==> src/rtl/timer_counter.sv <==
// timer_counter: memory-mapped 32-bit down-counting timer, one-shot or auto-reload, level IRQ.
// Define TC_PRESCALE_EN to add the 8-bit PRESCALE register at offset 3.
module timer_counter (
    input  logic        clk,
    input  logic        reset,
    input  logic [29:0] Addr,
    input  logic        WE,
    input  logic [31:0] Din,
    output logic [31:0] Dout,
    output logic        IRQ,
    output logic [1:0]  dbgState
);
    localparam logic [1:0] IDLE = 2'd0;
    localparam logic [1:0] LOAD = 2'd1;
    localparam logic [1:0] CNT  = 2'd2;
    localparam logic [1:0] INT  = 2'd3;

    logic [1:0]  state;
    logic [3:0]  ctrl;
    logic [31:0] preset;
    logic [31:0] count;
    logic        irqFlag;
    logic        wrCtrl;
    logic        wrPreset;
    logic        tick;
    logic        enterInt;
    logic        autoReload;
    logic        unusedAddr;

    // Only the byte-offset bits select a register; the bridge has already decoded the slot.
    assign unusedAddr = ^Addr[29:2];
    assign wrCtrl     = WE && (Addr[1:0] == 2'd0);
    assign wrPreset   = WE && (Addr[1:0] == 2'd1);
    assign autoReload = (ctrl[2:1] == 2'd1);

`ifdef TC_PRESCALE_EN
    logic [7:0] prescale;
    logic [7:0] preCnt;

    // >= keeps the divider from running away if PRESCALE is lowered mid-count.
    assign tick = (preCnt >= prescale);

    always_ff @(posedge clk or negedge reset) begin
        if (!reset) begin
            prescale <= '0;
            preCnt   <= '0;
        end else begin
            if (WE && (Addr[1:0] == 2'd3)) prescale <= Din[7:0];
            if (wrCtrl || (state == LOAD)) preCnt <= '0;
            else if ((state == CNT) && ctrl[0]) preCnt <= tick ? 8'd0 : preCnt + 8'd1;
        end
    end
`else
    assign tick = 1'b1;
`endif

    assign enterInt = (state == CNT) && ctrl[0] && tick && (count == 32'd0) && !wrCtrl;

    // A CTRL write takes precedence over whatever the FSM would have done this edge.
    always_ff @(posedge clk or negedge reset) begin
        if (!reset) begin
            state  <= IDLE;
            ctrl   <= '0;
            preset <= '0;
            count  <= '0;
        end else begin
            if (wrPreset) preset <= Din;
            if (wrCtrl) begin
                ctrl  <= Din[3:0];
                state <= IDLE;
            end else begin
                case (state)
                    IDLE: if (ctrl[0]) state <= LOAD;
                    LOAD: begin
                        count <= preset;
                        state <= CNT;
                    end
                    CNT: begin
                        if (!ctrl[0]) state <= IDLE;
                        else if (tick) begin
                            if (count == 32'd0) state <= INT;
                            else count <= count - 32'd1;
                        end
                    end
                    INT: begin
                        if (autoReload) state <= LOAD;
                        else begin
                            ctrl[0] <= 1'b0;
                            state   <= IDLE;
                        end
                    end
                    default: state <= IDLE;
                endcase
            end
        end
    end

    always_ff @(posedge clk or negedge reset) begin
        if (!reset) irqFlag <= 1'b0;
        else if (wrCtrl) irqFlag <= 1'b0;
        else if (enterInt) irqFlag <= 1'b1;
        else if ((state == INT) && autoReload) irqFlag <= 1'b0;
        else if (wrPreset) irqFlag <= 1'b0;
    end

    assign IRQ      = irqFlag & ctrl[3];
    assign dbgState = state;

    always_comb begin
        Dout = '0;
        case (Addr[1:0])
            2'd0: Dout = {28'd0, ctrl};
            2'd1: Dout = preset;
            2'd2: Dout = count;
            default: begin
`ifdef TC_PRESCALE_EN
                Dout = {24'd0, prescale};
`else
                Dout = '0;
`endif
            end
        endcase
    end
endmodule

==> config.mk <==
export PLATFORM = sky130hd
export DESIGN_NAME = timer_counter
export DESIGN_NICKNAME = d
export VERILOG_FILES = /design/src/rtl/timer_counter.sv
export SDC_FILE = /design/constraint.sdc
export NUM_CORES = 1
export LEC_CHECK = 0
export CAP_MARGIN = 20
export CORE_UTILIZATION = 40
export CTS_CLUSTER_DIAMETER = 40
export DETAILED_ROUTE_END_ITERATION = 8
export GPL_ROUTABILITY_DRIVEN = 0
export GPL_TIMING_DRIVEN = 0
export PLACE_DENSITY = 0.72
export REMOVE_ABC_BUFFERS = 1
export SLEW_MARGIN = 20
export SYNTH_ARGS = -nofsm -noshare
export SYNTH_HDL_FRONTEND = slang
export SYNTH_SLANG_ARGS = --single-unit
==> constraint.sdc <==
create_clock -name clk -period 7.6 [get_ports clk]
set_input_delay 2.28 -clock clk [delete_from_list [all_inputs] [get_ports clk]]
set_output_delay 2.28 -clock clk [all_outputs]
set_load 0.03 [all_outputs]
* Word-level counts from Yosys, hierarchy flattened
Index checks and enable logic that the tools add are counted.
Storage, ports and cells: register bits 71, input port bits 65, output and inout bits 35, word-level logic and storage cells 53
Cells by class: add/sub/neg operators 1, eq/ne operators 11, muxes and demuxes 17, bitwise operators 2, reduce and logical (&&, ||, !) cells 16
Operators with widths (number):
- 32-bit case mux with 3 select lines | 1
- 32-bit 2-to-1 mux | 2
- 32-bit case mux with 2 select lines | 1
- 32-bit logical NOT | 1
- 32-bit by 1-bit subtractor with 32-bit output, second input constant | 1
- 1-bit 2-to-1 mux | 8
- 2-bit 2-to-1 mux | 4
- 2-bit case mux with 4 select lines | 1
- 2-bit by 1-bit equality test with 1-bit output, second input constant | 3
- 2-bit equality test, second input constant | 3
- 1-bit logical AND | 6
- 2-bit != test, second input constant | 3
- 2-bit logical NOT | 2
- 4-bit by 3-bit != test with 1-bit output, second input constant | 1
- 2-bit AND reduction | 2
- 4-bit AND reduction | 1
- 2-bit nonzero test | 2
- 4-bit nonzero test | 1
- 3-bit != test, second input constant | 1
- 1-bit bitwise AND | 1
- 1-bit logical NOT | 1
- 1-bit inverter | 1

* Depth between registers and ports, before layout
Gate-level depths: netlist of run 1.
depth after elaboration 6, gate-level depth with buffers 9, mapped depth without buffers 7

* Worst setup path before layout of run 1
No wires, ideal clock.
path type input-to-output, start point in Addr[1], end point out Dout[10], arrival time 3.616 ns, required time 5.320 ns, slack 1.704 ns, cell stages on the path 5, cells stage by stage clkbuf_1 > nor2b_1 > clkbuf_1 > clkbuf_1 > a22o_1
Between the ends: word-level cells in the longest chain between the ends 2, elaborated cells on any way between the ends 4, those cells by class 2 x eq/ne; 1 x mux; 1 x reduce/logical
RTL lines:
- start: declaration | line 6 | input logic [29:0] Addr,
- 2-bit equality test, or another cell as far along | line 111 | case (Addr[1:0])
- 32-bit case mux with 3 select lines (*) | line 111
- end: declaration | line 9 | output logic [31:0] Dout,
Mark *: on every way between the ends. The rest lies on a longest branch, timed or not.

* Worst setup path after layout of run 1
Ends and elaborated chain as after synthesis.

==> results of run 1 <==
logic make-up (layout without fill, tap and decap cells):
| kind of cell | count (synthesis) | count (layout) | share of synthesized area [%] |
|---|---|---|---|
| DFF | 71 | 71 | 45.9 |
| buffers and inverters | 35 | 94 | 4.39 |
| AOI/OAI and AO/OA | 143 | 143 | 24.5 |
| and+or+nand+nor | 111 | 111 | 13.8 |
| adders and majority gates | 1 | 1 | 0.323 |
| muxes | 39 | 39 | 11.2 |
stage by stage:
stage	setup slack [ns]	instances	hold WS (ns)	instance area [um2]	total power [mW]
2_1_floorplan	1.44	368	0.473	3710	1.05
3_3_place_gp	-0.578	568	0.502	4590	1.25
3_5_place_dp	0.669	572	0.509	4700	1.29
4_1_cts	0.661	588	0.532	4950	1.66
5_1_grt	0.540	588	0.554	4950	1.76
6_report	0.660	588	0.521	4950	1.65
report_power, final:
group	total, mW	internal, mW	switching (mW)
registers	0.655	0.501	0.154
clock network	0.362	0.221	0.140
logic	0.634	0.283	0.351
registers in the layout (all words and copies together) (netlist names):
register / flops
irqFlag: 1
ctrl: 4
preset: 32
dbgState: 2
count: 32
cell usage after synthesis (5+ instances only):
master / instances
nand2_1: 25
mux2_2: 35
a21oi_1: 31
nor4_1: 5
nor2b_1: 5
nor3_1: 17
clkbuf_1: 22
a22o_1: 32
nor2_1: 32
o21ai_0: 42
nand3_1: 10
a22oi_1: 8
dfrtp_1: 71
cell type report:
cell class	instances	area (um2)
Multi-Input combinational cell	294	1960
Timing Repair Buffer	75	798
Inverter	3	11.3
Tap cell	129	161
Clock buffer	14	183
Clock inverter	2	60.1
Sequential cell	71	1780
Fill cell	855	4380
path summary, 6_finish.rpt:
kind,from,end,slack [ns],cells after the start
min reg2reg,count[29],count[29],0.52,1
max reg2reg,count[4],count[3],4.29,6
min,count[29],count[29],0.52,1
max in group asynchronous,reset,preset[7],5.20,2
max,Addr[1],Dout[10],0.66,4
min in group asynchronous,reset,preset[3],1.84,1
per-layer routing:
layer	vias up	wire length, um
met1	1661	4400
li1	1605	-
met2	88	4760
met3	12	451
met4	0	105
met5	-	0
==> results.py, run 1 <==
metrics = {
    "outcome": {
        "status": "finished, final reports clean",
    },
    "power": {
        "p_per_area_nw_per_um2": 334,
        "total_leakage_power_nw": 1.93,
        "ir_drop_mv": 0.124,
    },
    "routing": {
        "wl_um": 9710,
        "wl_per_cell_um": 16.5,
        "via_per_inst": 5.72,
        "ant_nets": 0,
        "drc": 0,
        "first_pass_iters": 4,
        "first_iter_violations": 172,
        "vias": 3366,
    },
    "flow_run": {
        "maxCapViolCount": 0,
    },
    "floorplanning": {
        "start_util_pct": 41.5,
        "std_cell_rows": 35,
        "dieHeight_um": 100,
        "die-area_um2": 10100,
        "die_x_um": 100,
        "io_pins": 100,
        "core_area_um2": 9330,
    },
    "grt": {
        "grtUsageMet2_pct": 33.4,
        "top_usage_layer": "met2",
        "grt-ovfl-total": 0,
        "met3_usage_pct": 4.25,
        "track_usage_pct": 20.6,
        "met1_usage_pct": 28.3,
        "grt_start_max_net_pins": 50,
        "grt_pass1_wl_um": 16300,
        "grt_pass1_vias": 3252,
        "antenna_found_initial": 0,
    },
    "logic_synthesis": {
        "synth-async-reset-ratio_pct": 100,
        "synth_cells": 400,
        "ys.flop_type": "dfrtp_1",
        "ys_warn_count": 0,
        "yosys.area.top_type_share_pct": 45.9,
        "yosys_register_bits": 71,
        "synth_edf_count": 0,
        "synthTopCellsByArea": "dfrtp_1 46%, mux2_2 10%, a22o_1 7.2%",
        "yosysSeqAreaShare_pct": 45.9,
        "synth.distinct_cells": 43,
        "syn_area_um2": 3870,
        "avgSynthCellArea_um2": 9.68,
        "yosysTopAreaCell": "dfrtp_1",
    },
    "finish": {
        "post-route-util_pct": 53.0,
        "area_delta_synth_final_pct": 27.7,
        "final_cell_mix": "71 x dfrtp_1, 70 x clkdlybuf4s50_1, 42 x o21ai_0",
        "final_nets": 520,
        "num_antenna_cells": 0,
        "drive_gt1_share_pct": 14.4,
        "layout_commonest_cell": "dfrtp_1",
    },
    "clock_network": {
        "cts_tree": "yes",
        "cts_made_buffers": 9,
        "clk_path_buf_depth": 2,
        "root_buffer": "clkbuf_8",
        "ctsResizeCount": 0,
        "path_clk_slew_ns": 0.07,
        "cts_max_level": 3,
        "hold_buffers": 0,
        "clock_latency_ns": 0.34,
        "post-cts-setup-buffers": 0,
        "cts.sinks": 71,
    },
    "setup_path": {
        "path_cells": "clkdlybuf4s50_1 > nor2b_4 > a22o_1 > clkdlybuf4s50_1",
        "worst-path-max-fanout": 28,
        "crit_type": "input pin to output pin",
        "cp_common_cell": "clkdlybuf4s50_1",
        "critical-path-max-stage-delay_ns": 0.71,
        "cp.buffers_inverters": 2,
        "worst_setup_path_start_kind": "input pin",
        "cpLargestDelayFamily": "buffers and inverters",
        "cp_data_arrival_time_ns": 4.66,
        "end_kind": "output pin",
        "cp.required_ns": 5.32,
        "cpMaxStageDelayCell": "nor2b_4",
    },
    "hold_path": {
        "hold_path.class": "flip-flop to flip-flop",
    },
    "sta": {
        "max_freq_mhz": 144,
        "rsz0062_at_grt": "false",
        "post-route-min-period_ns": 6.94,
        "worst_pin_slew_ns": 0.984,
        "drv_slew": 0,
        "final-hold-violation-count": 0,
        "setup_violations": 0,
        "finClkSkew_ns": 0.00791,
        "totalNegativeSetupSlack_ns": 0,
        "relSlewSlack_pct": 34.3,
        "fin_crit_sh_pct": 91.3,
    },
    "place": {
        "io_buffers": 71,
        "dp_hpwl_um": 6440,
    },
}
(Power assumes the default switching activity.)
==> run 2, diff against run 1 <==
--- a/config.mk
+++ b/config.mk
@@ -6,12 +6,12 @@
 export NUM_CORES = 1
 export LEC_CHECK = 0
 export CAP_MARGIN = 20
-export CORE_UTILIZATION = 40
+export CORE_UTILIZATION = 41
 export CTS_CLUSTER_DIAMETER = 40
 export DETAILED_ROUTE_END_ITERATION = 8
 export GPL_ROUTABILITY_DRIVEN = 0
 export GPL_TIMING_DRIVEN = 0
-export PLACE_DENSITY = 0.72
+export PLACE_DENSITY = 0.73
 export REMOVE_ABC_BUFFERS = 1
 export SLEW_MARGIN = 20
 export SYNTH_ARGS = -nofsm -noshare
==> run 2 against run 1 <==
Compared with the run above:
- sequential share of layout area is 0.57 points higher
- highest routed layer unchanged
- clock-buffer cell count stayed put
- register-to-register slack better by 0.03 ns
- critical path type unchanged
- global-route usage is 0.11 points higher
- hold slack better by 0.0067 ns
==> results.py, run 2 (synthesis results as in run 1) <==
metrics = {
    "outcome": {
        "status": "finished, final reports clean",
    },
    "setup_path": {
        "cpMaxStageDelayCell": "nor2b_4",
        "path_cells": "clkdlybuf4s50_1 > nor2b_4 > a22o_1 > clkdlybuf4s50_1",
        "r2r-start": "count[4]",
        "crit_type": "input pin to output pin",
        "critical_path.startpoint": "Addr[1]",
        "critical-path-max-stage-delay_ns": 0.73,
        "r2r_cells": 6,
        "worst_setup_path_start_kind": "input pin",
        "worst-path-max-fanout": 28,
        "cp_common_cell": "clkdlybuf4s50_1",
        "cp.required_ns": 5.32,
        "cp_data_arrival_time_ns": 4.67,
        "end_kind": "output pin",
    },
    "power": {
        "swShare_pct": 40.8,
        "clkPwrFrac_pct": 18.7,
        "ir_drop_mv": 0.113,
        "power_mw": 1.58,
        "power_frac_comb_pct": 39.9,
        "p_per_area_nw_per_um2": 325,
        "p_int_uw": 938,
        "p_sw_uw": 645,
        "total_leakage_power_nw": 1.90,
        "p_seq_share_pct": 41.3,
    },
    "floorplanning": {
        "start_util_pct": 42.1,
        "core_area_um2": 9200,
        "die_x_um": 99.2,
        "std_cell_rows": 35,
        "io_pins": 100,
        "die-area_um2": 9840,
        "dieHeight_um": 99.2,
    },
    "sta": {
        "finClkSkew_ns": 0.0117,
        "drv_slew": 0,
        "relSlewSlack_pct": 35.5,
        "setup_violations": 0,
        "post-route-min-period_ns": 6.95,
        "hold_slack_ns": 0.528,
        "final-hold-violation-count": 0,
        "worst_pin_slew_ns": 0.966,
        "max_freq_mhz": 144,
        "fin_crit_sh_pct": 91.5,
        "rsz0062_at_grt": "false",
        "totalNegativeSetupSlack_ns": 0,
    },
    "grt": {
        "grt_pass1_vias": 3269,
        "grt_start_max_net_pins": 42,
        "grt_pass1_wl_um": 16300,
        "antenna_found_initial": 0,
        "track_usage_pct": 20.7,
        "grt-ovfl-total": 0,
    },
    "flow_run": {
        "maxCapViolCount": 0,
    },
    "clock_network": {
        "hold_buffers": 0,
        "clk_path_buf_depth": 2,
        "cts_made_buffers": 9,
        "post-cts-setup-buffers": 0,
        "clock_latency_ns": 0.35,
        "cts_max_level": 3,
        "ctsResizeCount": 0,
        "path_clk_slew_ns": 0.06,
        "cts.sinks": 71,
        "root_buffer": "clkbuf_8",
        "cts_tree": "yes",
    },
    "finish": {
        "final_cell_mix": "71 x dfrtp_1, 70 x clkdlybuf4s50_1, 42 x o21ai_0",
        "top_regs": "count (32), preset (32), ctrl (4)",
        "layout_commonest_cell": "dfrtp_1",
        "drive_gt1_share_pct": 14.4,
        "finalNonFillerCells": 570,
        "num_antenna_cells": 0,
        "final_nets": 520,
        "area_delta_synth_final_pct": 25.7,
        "post-route-util_pct": 53.0,
    },
    "place": {
        "dp_hpwl_um": 6410,
        "io_buffers": 71,
        "placedCellCount": 554,
    },
    "routing": {
        "first_iter_violations": 205,
        "vias": 3348,
        "ant_nets": 0,
        "drc": 0,
        "wl_um": 9550,
        "wl_per_cell_um": 16.8,
        "via_per_inst": 5.87,
        "first_pass_iters": 5,
    },
    "hold_path": {
        "min_from": "count[29]",
        "whs_path_depth": 1,
        "hold_path.class": "flip-flop to flip-flop",
    },
}
[run 2: path summary, 6_finish.rpt]
| kind | end | slack [ns] |
|---|---|---|
| setup / recovery | Dout[10] | 0.65 |
| hold / removal | count[29] | 0.53 |
| setup reg to reg | count[15] | 4.32 |
| hold reg to reg | count[29] | 0.53 |
| max in group asynchronous | preset[29] | 5.17 |
| min in group asynchronous | count[5] | 1.86 |
[run 2: layout make-up]
cell class                      count  area [um2]
Multi-Input combinational cell    294        1960
Fill cell                         850        4330
Tap cell                          111         139
Inverter                            3        11.3
Clock inverter                      2        12.5
Timing Repair Buffer               75         791
Sequential cell                    71        1780
Clock buffer                       14         183
[run 2: metal layers]
| metal | wire length, um | up-vias | GRT usage, % |
|---|---|---|---|
| met4 | 114 | 0 | 7.47 |
| met1 | 4380 | 1636 | 28.4 |
| met3 | 524 | 11 | 3.58 |
| met5 | 0 | - | 0 |
| li1 | - | 1601 | - |
| met2 | 4530 | 100 | 33.2 |
[run 2: power groups by stage]
stage               sequential, mW  clock [mW]  combinational, mW
detailed placement           0.656           0              0.630
floorplan                    0.620           0              0.429
global route                 0.678       0.317              0.695
global placement             0.649           0              0.597
CTS                          0.651       0.301              0.633
finish                       0.654       0.297              0.632
[run 2: stage by stage]
stage | setup WS, ns | area (um2)
floorplan | 1.44 | 3710
global placement | -0.605 | 4560
detailed placement | 0.638 | 4670
CTS | 0.633 | 4870
global route | 0.523 | 4870
finish | 0.647 | 4870
[run 2: critical path, delay by kind of cell]
| family | cells | cell delay [ns] |
|---|---|---|
| AOI/OAI and AO/OA | 1 | 0.27 |
| buffers and inverters | 2 | 1.39 |
| and+or+nand+nor | 1 | 0.73 |
==> run 3, diff against run 2 <==
--- a/config.mk
+++ b/config.mk
@@ -6,13 +6,13 @@
 export NUM_CORES = 1
 export LEC_CHECK = 0
 export CAP_MARGIN = 20
+export CORE_MARGIN = 2
 export CORE_UTILIZATION = 41
 export CTS_CLUSTER_DIAMETER = 40
 export DETAILED_ROUTE_END_ITERATION = 8
 export GPL_ROUTABILITY_DRIVEN = 0
 export GPL_TIMING_DRIVEN = 0
 export PLACE_DENSITY = 0.73
-export REMOVE_ABC_BUFFERS = 1
 export SLEW_MARGIN = 20
 export SYNTH_ARGS = -nofsm -noshare
 export SYNTH_HDL_FRONTEND = slang
==> run 3 against run 2 <==
Compared with the run above:
- final cell count increased by 4.9%
- worst setup slack got worse by 0.28 ns
- sequential power decreased by 2%
- critical path depth increased by 2
- global-route usage increased by 2.3 points
- first-iteration DRC count increased by 46%
- non-clock buffer count increased by 28
- sequential share of layout area decreased by 0.63 points
- register-to-register slack improved by 0.34 ns
- critical endpoint is now Dout[4]
==> results.py, run 3 (synthesis results as in run 1) <==
metrics = {
    "grt": {
        "grt-ovfl-total": 0,
        "grt_start_max_net_pins": 37,
        "grt_pass1_vias": 3579,
        "antenna_found_initial": 0,
        "grt_pass1_wl_um": 18200,
        "track_usage_pct": 23.1,
    },
    "finish": {
        "final_nets": 548,
        "top_regs": "count (32), preset (32), ctrl (4)",
        "final_cell_mix": "71 x dfrtp_1, 69 x clkdlybuf4s50_1, 42 x o21ai_0",
        "drive_gt1_share_pct": 13.1,
        "finalNonFillerCells": 598,
        "num_antenna_cells": 0,
        "layout_commonest_cell": "dfrtp_1",
        "n_fill_cell": 838,
        "post-route-util_pct": 53.9,
        "area_delta_synth_final_pct": 27.9,
    },
    "setup_path": {
        "cp.required_ns": 5.32,
        "r2r-end": "count[10]",
        "r2r-start": "count[4]",
        "end_kind": "output pin",
        "r2r_cells": 8,
        "cp_data_arrival_time_ns": 4.95,
        "worst-path-max-fanout": 10,
        "crit_type": "input pin to output pin",
        "rrSetupSlack_ns": 4.66,
        "worst_setup_path_start_kind": "input pin",
    },
    "floorplanning": {
        "std_cell_rows": 35,
        "io_pins": 100,
        "core_area_um2": 9200,
        "dieHeight_um": 101,
        "start_util_pct": 42.1,
        "die_x_um": 101,
        "die-area_um2": 10200,
    },
    "sta": {
        "max_freq_mhz": 138,
        "worst_slack_ns": 0.368,
        "post-route-min-period_ns": 7.23,
        "drv_slew": 0,
        "setup_violations": 0,
        "finClkSkew_ns": 0.0120,
        "rsz0062_at_grt": "false",
        "relSlewSlack_pct": 34.9,
        "final-hold-violation-count": 0,
        "worst_pin_slew_ns": 0.974,
        "totalNegativeSetupSlack_ns": 0,
        "fin_crit_sh_pct": 95.2,
        "hold_slack_ns": 0.536,
    },
    "outcome": {
        "status": "finished, final reports clean",
    },
    "flow_run": {
        "maxCapViolCount": 0,
    },
    "clock_network": {
        "hold_buffers": 0,
        "cts_tree": "yes",
        "post-cts-setup-buffers": 0,
        "cts_max_level": 3,
        "cts.sinks": 71,
        "clk_path_buf_depth": 2,
        "path_clk_slew_ns": 0.07,
        "root_buffer": "clkbuf_8",
        "ctsResizeCount": 0,
        "clock_latency_ns": 0.36,
        "cts_made_buffers": 9,
    },
    "place": {
        "io_buffers": 70,
        "dp_slack_ns": 0.390,
        "placedCellCount": 582,
        "dp_hpwl_um": 7920,
    },
    "hold_path": {
        "hold_path.class": "flip-flop to flip-flop",
        "worstHoldEndpoint": "count[29]",
        "whs_path_depth": 1,
        "min_from": "count[29]",
    },
    "logic_synthesis": {
        "syn_nets": 466,
    },
    "routing": {
        "first_pass_iters": 5,
        "vias": 3670,
        "wl_per_cell_um": 19.1,
        "wl_um": 11400,
        "first_iter_violations": 300,
        "drc": 0,
        "ant_nets": 0,
        "via_per_inst": 6.14,
    },
    "power": {
        "p_per_area_nw_per_um2": 342,
        "total_leakage_power_nw": 1.94,
        "ir_drop_mv": 0.159,
    },
}
-- run 3: worst max path at each step --
| stage | from | end | slack [ns] | cells after the start |
|---|---|---|---|---|
| 6_report | Addr[0] | Dout[4] | 0.37 | 6 |
| 5_1_grt | Addr[0] | Dout[16] | 0.19 | 6 |
| 4_1_cts | Addr[0] | Dout[11] | 0.38 | 6 |
| 3_5_place_dp | Addr[0] | Dout[26] | 0.39 | 6 |
| 3_3_place_gp | Addr[0] | Dout[7] | 0.41 | 6 |
| 2_1_floorplan | Addr[1] | Dout[10] | 1.70 | 5 |
-- run 3: layout make-up --
cell class	count	area, um2	area share, %
multi-input cells	294	1930	38.9
flip-flops and latches	71	1780	35.9
repair buffers	71	718	14.5
clock buffers	13	159	3.21
plain buffers	32	159	3.21
well taps	111	139	2.80
clock inverters	3	65.1	1.31
inverters	3	11.3	0.227
-- run 3: report_power, final --
group / internal, mW / total (mW) / switching [mW]
Combinational: 0.298 / 0.701 / 0.403
Clock: 0.203 / 0.348 / 0.145
Sequential: 0.501 / 0.643 / 0.142
-- run 3: layer usage --
layer	GRT usage (%)	wire, um	up-vias
li1	-	-	1660
met2	36.3	5390	192
met1	30.9	4800	1788
met5	0	0	-
met3	5.11	948	30
met4	9.77	291	0
-- run 3: metrics by stage --
step	area, um2	power, mW
after floorplan	3870	1.09
after global placement	4710	1.31
after detailed placement	4730	1.33
after CTS	4950	1.68
after global routing	4950	1.79
final	4950	1.69
-- run 3: critical path: stages --
cell             delay, ns
clkdlybuf4s50_1       0.51
nor2b_1               0.15
clkbuf_1              0.48
clkbuf_1              0.60
a22o_1                0.25
clkdlybuf4s50_1       0.67
